==> config.mk <==
export PLATFORM = sky130hd
export DESIGN_NAME = risc_16bit_controller
export DESIGN_NICKNAME = d
export VERILOG_FILES = /design/src/rtl/risc_16bit_controller.sv
export SDC_FILE = /design/constraint.sdc
export NUM_CORES = 1
export LEC_CHECK = 0
export CAP_MARGIN = 5
export CORE_ASPECT_RATIO = 1.25
export CORE_MARGIN = 2
export CORE_UTILIZATION = 45
export DETAILED_ROUTE_END_ITERATION = 10
export PLACE_DENSITY_LB_ADDON = 0.15
export RECOVER_POWER = 100
export SLEW_MARGIN = 20
export SYNTH_ARGS = -nofsm -noshare
export SYNTH_HDL_FRONTEND = slang
export SYNTH_SLANG_ARGS = --single-unit
==> constraint.sdc <==
create_clock -name clk -period 6.75 [get_ports clk]
set_input_delay 1.35 -clock clk [delete_from_list [all_inputs] [get_ports clk]]
set_output_delay 1.35 -clock clk [all_outputs]
set_load 0.02 [all_outputs]
==> src/rtl/risc_16bit_controller.sv <==
// rtl/risc_16bit_controller.sv - multi-cycle control unit for a 16-bit RISC datapath
//
// Purpose: fetches instructions, decodes them and sequences the register
// file, ALU and data memory through the execute states. PC and IR are the only
// data registers. Every other output is decoded from the current state and IR.
//
// Ports:
//   clk, rst_n           rising-edge clock, synchronous active-low reset
//   I_addr, I_rd         instruction fetch address and strobe
//   I_data               instruction word, valid the cycle after I_rd
//   D_addr, D_rd, D_wr   data memory address and read/write strobes
//   RF_W_data            immediate for the register-file write mux
//   RF_s1, RF_s0         write-mux select (00 ALU, 01 D_data, 10 immediate)
//   RF_W_addr, W_wr      register-file write port
//   RF_Rp_addr, Rp_rd    register-file read port P
//   RF_Rq_addr, Rq_rd    register-file read port Q
//   alu_s                ALU function select
//   RF_Rp_zero           read port P data equals zero
//   halted               high while in HALT
module risc_16bit_controller #(
    parameter int W    = 16,
    parameter int PC_W = 8
) (
    input  logic            clk,
    input  logic            rst_n,
    output logic [PC_W-1:0] I_addr,
    output logic            I_rd,
    input  logic [W-1:0]    I_data,
    output logic [PC_W-1:0] D_addr,
    output logic            D_rd,
    output logic            D_wr,
    output logic [W-9:0]    RF_W_data,
    output logic            RF_s1,
    output logic            RF_s0,
    output logic [3:0]      RF_W_addr,
    output logic            W_wr,
    output logic [3:0]      RF_Rp_addr,
    output logic            Rp_rd,
    output logic [3:0]      RF_Rq_addr,
    output logic            Rq_rd,
    output logic [2:0]      alu_s,
    input  logic            RF_Rp_zero,
    output logic            halted
);

    typedef enum logic [3:0] {
        S_INIT, S_FETCH, S_DECODE, S_LD1, S_LD2, S_ST1, S_ST2,
        S_ALU1, S_ALU2, S_LI, S_JZ1, S_JZ2, S_HALT
    } state_t;

    state_t          state_q, state_d;
    logic [PC_W-1:0] pc_q, pc_d;
    logic [W-1:0]    ir_q, ir_d;

    logic [3:0]      op, ra, rb, rc;
    logic [PC_W-1:0] imm_addr;
    logic [PC_W-1:0] imm_sext;

    assign op       = ir_q[15:12];
    assign ra       = ir_q[11:8];
    assign rb       = ir_q[7:4];
    assign rc       = ir_q[3:0];
    assign imm_addr = PC_W'(ir_q[7:0]);
    // Jump offset is a signed byte; the cast to PC_W sign-extends it.
    assign imm_sext = PC_W'($signed(ir_q[7:0]));

    function automatic logic [2:0] alu_sel(input logic [3:0] o);
        case (o)
            4'b0100: alu_sel = 3'b001;
            4'b0110: alu_sel = 3'b010;
            4'b0111: alu_sel = 3'b011;
            4'b1000: alu_sel = 3'b100;
            4'b1001: alu_sel = 3'b101;
            4'b1010: alu_sel = 3'b110;
            4'b1011: alu_sel = 3'b111;
            default: alu_sel = 3'b000;
        endcase
    endfunction

    always_ff @(posedge clk) begin
        if (!rst_n) begin
            state_q <= S_INIT;
            pc_q    <= '0;
            ir_q    <= '0;
        end else begin
            state_q <= state_d;
            pc_q    <= pc_d;
            ir_q    <= ir_d;
        end
    end

    always_comb begin
        state_d    = state_q;
        pc_d       = pc_q;
        ir_d       = ir_q;
        I_addr     = '0;
        I_rd       = 1'b0;
        D_addr     = '0;
        D_rd       = 1'b0;
        D_wr       = 1'b0;
        RF_W_data  = '0;
        RF_s1      = 1'b0;
        RF_s0      = 1'b0;
        RF_W_addr  = '0;
        W_wr       = 1'b0;
        RF_Rp_addr = '0;
        Rp_rd      = 1'b0;
        RF_Rq_addr = '0;
        Rq_rd      = 1'b0;
        alu_s      = '0;
        halted     = 1'b0;
        case (state_q)
            S_INIT:  state_d = S_FETCH;
            S_FETCH: begin
                I_addr  = pc_q;
                I_rd    = 1'b1;
                state_d = S_DECODE;
            end
            S_DECODE: begin
                // IR is not loaded yet, so the branch decodes the incoming word.
                ir_d = I_data;
                pc_d = pc_q + PC_W'(1);
                case (I_data[15:12])
                    4'b0000: state_d = S_LD1;
                    4'b0001: state_d = S_ST1;
                    4'b0011: state_d = S_LI;
                    4'b0101: state_d = S_JZ1;
                    4'b0010, 4'b0100, 4'b0110, 4'b0111,
                    4'b1000, 4'b1001, 4'b1010, 4'b1011: state_d = S_ALU1;
                    4'b1111: state_d = S_HALT;
                    default: state_d = S_FETCH;
                endcase
            end
            S_LD1: begin
                D_addr  = imm_addr;
                D_rd    = 1'b1;
                state_d = S_LD2;
            end
            S_LD2: begin
                RF_s0     = 1'b1;
                RF_W_addr = ra;
                W_wr      = 1'b1;
                state_d   = S_FETCH;
            end
            S_ST1: begin
                RF_Rp_addr = ra;
                Rp_rd      = 1'b1;
                state_d    = S_ST2;
            end
            S_ST2: begin
                D_addr  = imm_addr;
                D_wr    = 1'b1;
                state_d = S_FETCH;
            end
            S_LI: begin
                RF_s1     = 1'b1;
                RF_W_data = (W-8)'(ir_q[7:0]);
                RF_W_addr = ra;
                W_wr      = 1'b1;
                state_d   = S_FETCH;
            end
            S_ALU1: begin
                RF_Rp_addr = rb;
                Rp_rd      = 1'b1;
                RF_Rq_addr = rc;
                Rq_rd      = 1'b1;
                state_d    = S_ALU2;
            end
            S_ALU2: begin
                alu_s     = alu_sel(op);
                RF_W_addr = ra;
                W_wr      = 1'b1;
                state_d   = S_FETCH;
            end
            S_JZ1: begin
                RF_Rp_addr = ra;
                Rp_rd      = 1'b1;
                state_d    = S_JZ2;
            end
            S_JZ2: begin
                // PC already points past the jump, so the offset is relative to that.
                if (RF_Rp_zero) begin
                    pc_d = pc_q + imm_sext;
                end
                state_d = S_FETCH;
            end
            S_HALT:  halted = 1'b1;
            default: state_d = S_INIT;
        endcase
    end

endmodule

==> qor.yml <==
dr.pass1.iters: 5
rsz0062_at_grt: "no"
gp_congestion: 0.8786
crit_type: "reg2reg"
critical_path_arrival_ns: 4.78
clkSlewWorstSetupHoldPaths_ns: 0.09
antenna_cells: 0
antenna_left: 0
fp.coreArea_mm2: 0.004392
cts_buffers: 3
synth.distinct_cells: 44
post_cts_resize_count: 0
first_iter_violations: 67
cts_tree: "done"
rows: 27
dp_cells: 377
grt_pass1_vias: 1832
finalNetCount: 354
top_layer_used: "met4"
path_buf_inv: 0
worstSetupStartpointType: "register"
finalCritPeriodShare: 0.6765
cts_setup_buffers: 0
route.met3.wl_um: 218
leakage_nw: 1.164
p_per_area_mw_per_mm2: 127.9
die_w_um: 64.29
h-tree-depth: 1
status: "finished with violations"
setup_violations: 0
worst-path-max-fanout: 19
grt-ovfl-total: 0
violations: "capacitance limit, slew limit"
grt_usage: 0.2096
critical_path.max_stage_delay_ns: 2.32
synth_area_per_cell_um2: 7.629
final_util: 0.6222
endpoint_kind: "register"
peakVddDrop_uv: 99.48
yosys.area.top_type: "dfxtp_1"
drc_errors: 0
maxSlewViolCount: 19
synth_top_area_share: 0.2742
finalHoldViolCount: 0
area.growth.synth_to_final_pct: 33.66
ioPinCount: 67
max_freq_mhz: 219.0
skew_ns: 0.003114
ys.flop_type: "dfxtp_1"
fp.dieH_um: 79.36
ctsHoldBuffers: 0
cts_buffer_depth: 2
worstPathCellList: "nor4b_1 > a21oi_1 > or4b_1 > nand3_1"
syn_inst: 268
viasPerCell: 5.215
wl_met2_um: 2515
dieArea_mm2: 0.005102
finalWirelength_um: 5038
power_w: 0.0003496
grt_pass1_wl_um: 8480
syn_nets: 298
yosys_warnings: 0
cp_top_family: "simple AND/OR/NAND/NOR gates"
port_buffers: 66
relSlewSlack: -0.9954
fin_cells: 381
insertion_delay_ns: 0.27
synth_area_leaders: "dfxtp_1 (27%), and2_1 (11%), nand2_1 (9.0%), a21boi_0 (6.6%), ha_1 (6.1%)"
initial_utilization: 0.4655
tns_ns: 0
period_minus_slack_ns: 4.566
synth-seq-cells: 28
hpwl_um: 3869
ys_seq_area_frac: 0.2742
min_path_type: "reg2reg"
critPathSlowestCell: "nor4b_1"
wl_per_cell_um: 13.22
syn_area_mm2: 0.002044
max_slew.worst_pin.slew_ns: 2.951
grt_max_degree: 34
antenna_found_initial: 0
clock-sinks: 28
synthArstFlopShare: 0
drt-met1-wl_um: 2240
fill_cells: 418
vias: 1987
drv_cap: 1
cts_root_buf: "clkbuf_8"
drive_gt1_frac: 0.01858
synth_edf_count: 0
cp_data_required_time_ns: 6.97
==> path summary, 6_finish.rpt <==
kind	startpoint	end	slack, ns	cells past startpoint
setup / recovery	state_q[1]	pc_q[5]	2.18	4
hold reg to reg	pc_q[7]	pc_q[7]	0.47	2
setup reg to reg	state_q[1]	pc_q[5]	2.18	4
hold / removal	pc_q[7]	pc_q[7]	0.47	2
==> stage by stage <==
| step | hold slack (ns) | setup slack [ns] | cell area, µm² |
|---|---|---|---|
| after floorplan | 0.4380 | 3.753 | 2044 |
| after global placement | 0.4475 | 3.134 | 2701 |
| after detailed placement | 0.4665 | 3.067 | 2701 |
| after CTS | 0.4744 | 2.765 | 2756 |
| after global routing | 0.5083 | 1.507 | 2733 |
| final | 0.4709 | 2.184 | 2733 |
==> Yosys cell counts (all sizes together), types with 2 or more instances <==
library cell	n
buf	8
a21boi	19
a21o	3
inv	5
nand4	2
a211oi	3
a21oi	8
nand3	4
o211ai	2
o21bai	2
mux2i	9
and2	37
nor2b	6
xnor2	2
clkbuf	7
o21a	3
ha	10
nor3	5
nand2b	8
nor2	17
o21ai	11
o22a	2
nand2	49
nor3b	3
dfxtp	28
==> metal layers <==
layer,vias to the layer above,GRT usage
met5,-,0
met4,0,0.07234
met3,6,0.02408
met2,53,0.3823
met1,895,0.2520
li1,1033,-
==> report_power, final <==
part / total [W] / switching [W] / internal (W)
logic: 0.0000618 / 0.0000327 / 0.0000291
registers: 0.000184 / 0.0000119 / 0.000172
clock network: 0.000104 / 0.0000514 / 0.0000522
==> registers in the layout, summed over array words and instances, names as in the netlist <==
name and flops:
ir_q 16, pc_q 8, state_q 4
==> final cells by class <==
class | instances | area (µm²) | share of cell area
multi-input combinational | 220 | 1370 | 0.5014
timing repair buffer | 66 | 655.6 | 0.2399
sequential | 28 | 560.5 | 0.2051
tap | 58 | 72.57 | 0.02656
clock buffer | 4 | 55.05 | 0.02015
inverter | 5 | 18.77 | 0.006868
==> kinds of logic (layout without fill, tap and decap cells) <==
logic type                 count (synthesis)  after routing  synth area share
AOI/OAI and AO/OA                         58             58            0.1958
muxes                                      9              9           0.04407
buffers and inverters                     20             75           0.04652
and+or+nand+nor                          139            139            0.3556
xor gates and xnor gates                   3              3           0.01285
DFF                                       28             28            0.2742
adders and majority gates                 11             11           0.07099
==> worst register-to-register path, cell delays in order, from the launching register on <==
cell     delay, ns
dfxtp_1       0.72
nor4b_1       2.32
a21oi_1       0.70
or4b_1        0.70
nand3_1       0.07
==> cells in the final DEF (no fill, tap or decap), types with 3 or more instances in the layout <==
| cell | Yosys | routed |
|---|---|---|
| nor3b_1 | 3 | 3 |
| nand3_1 | 4 | 4 |
| o21ai_0 | 11 | 11 |
| dlygate4sd3_1 | 0 | 50 |
| o21a_1 | 3 | 3 |
| clkdlybuf4s50_1 | 0 | 15 |
| dfxtp_1 | 28 | 28 |
| ha_1 | 10 | 10 |
| nor2_1 | 17 | 17 |
| nand2b_1 | 8 | 8 |
| nor2b_1 | 6 | 6 |
| and2_1 | 37 | 36 |
| a21o_1 | 3 | 3 |
| nor3_1 | 5 | 5 |
| a211oi_1 | 3 | 3 |
| a21boi_0 | 18 | 19 |
| mux2i_1 | 9 | 9 |
| nand2_1 | 49 | 49 |
| clkbuf_8 | 0 | 4 |
| a21oi_1 | 7 | 8 |
| inv_1 | 5 | 5 |
Note: power is estimated with default switching activity, not from simulation.
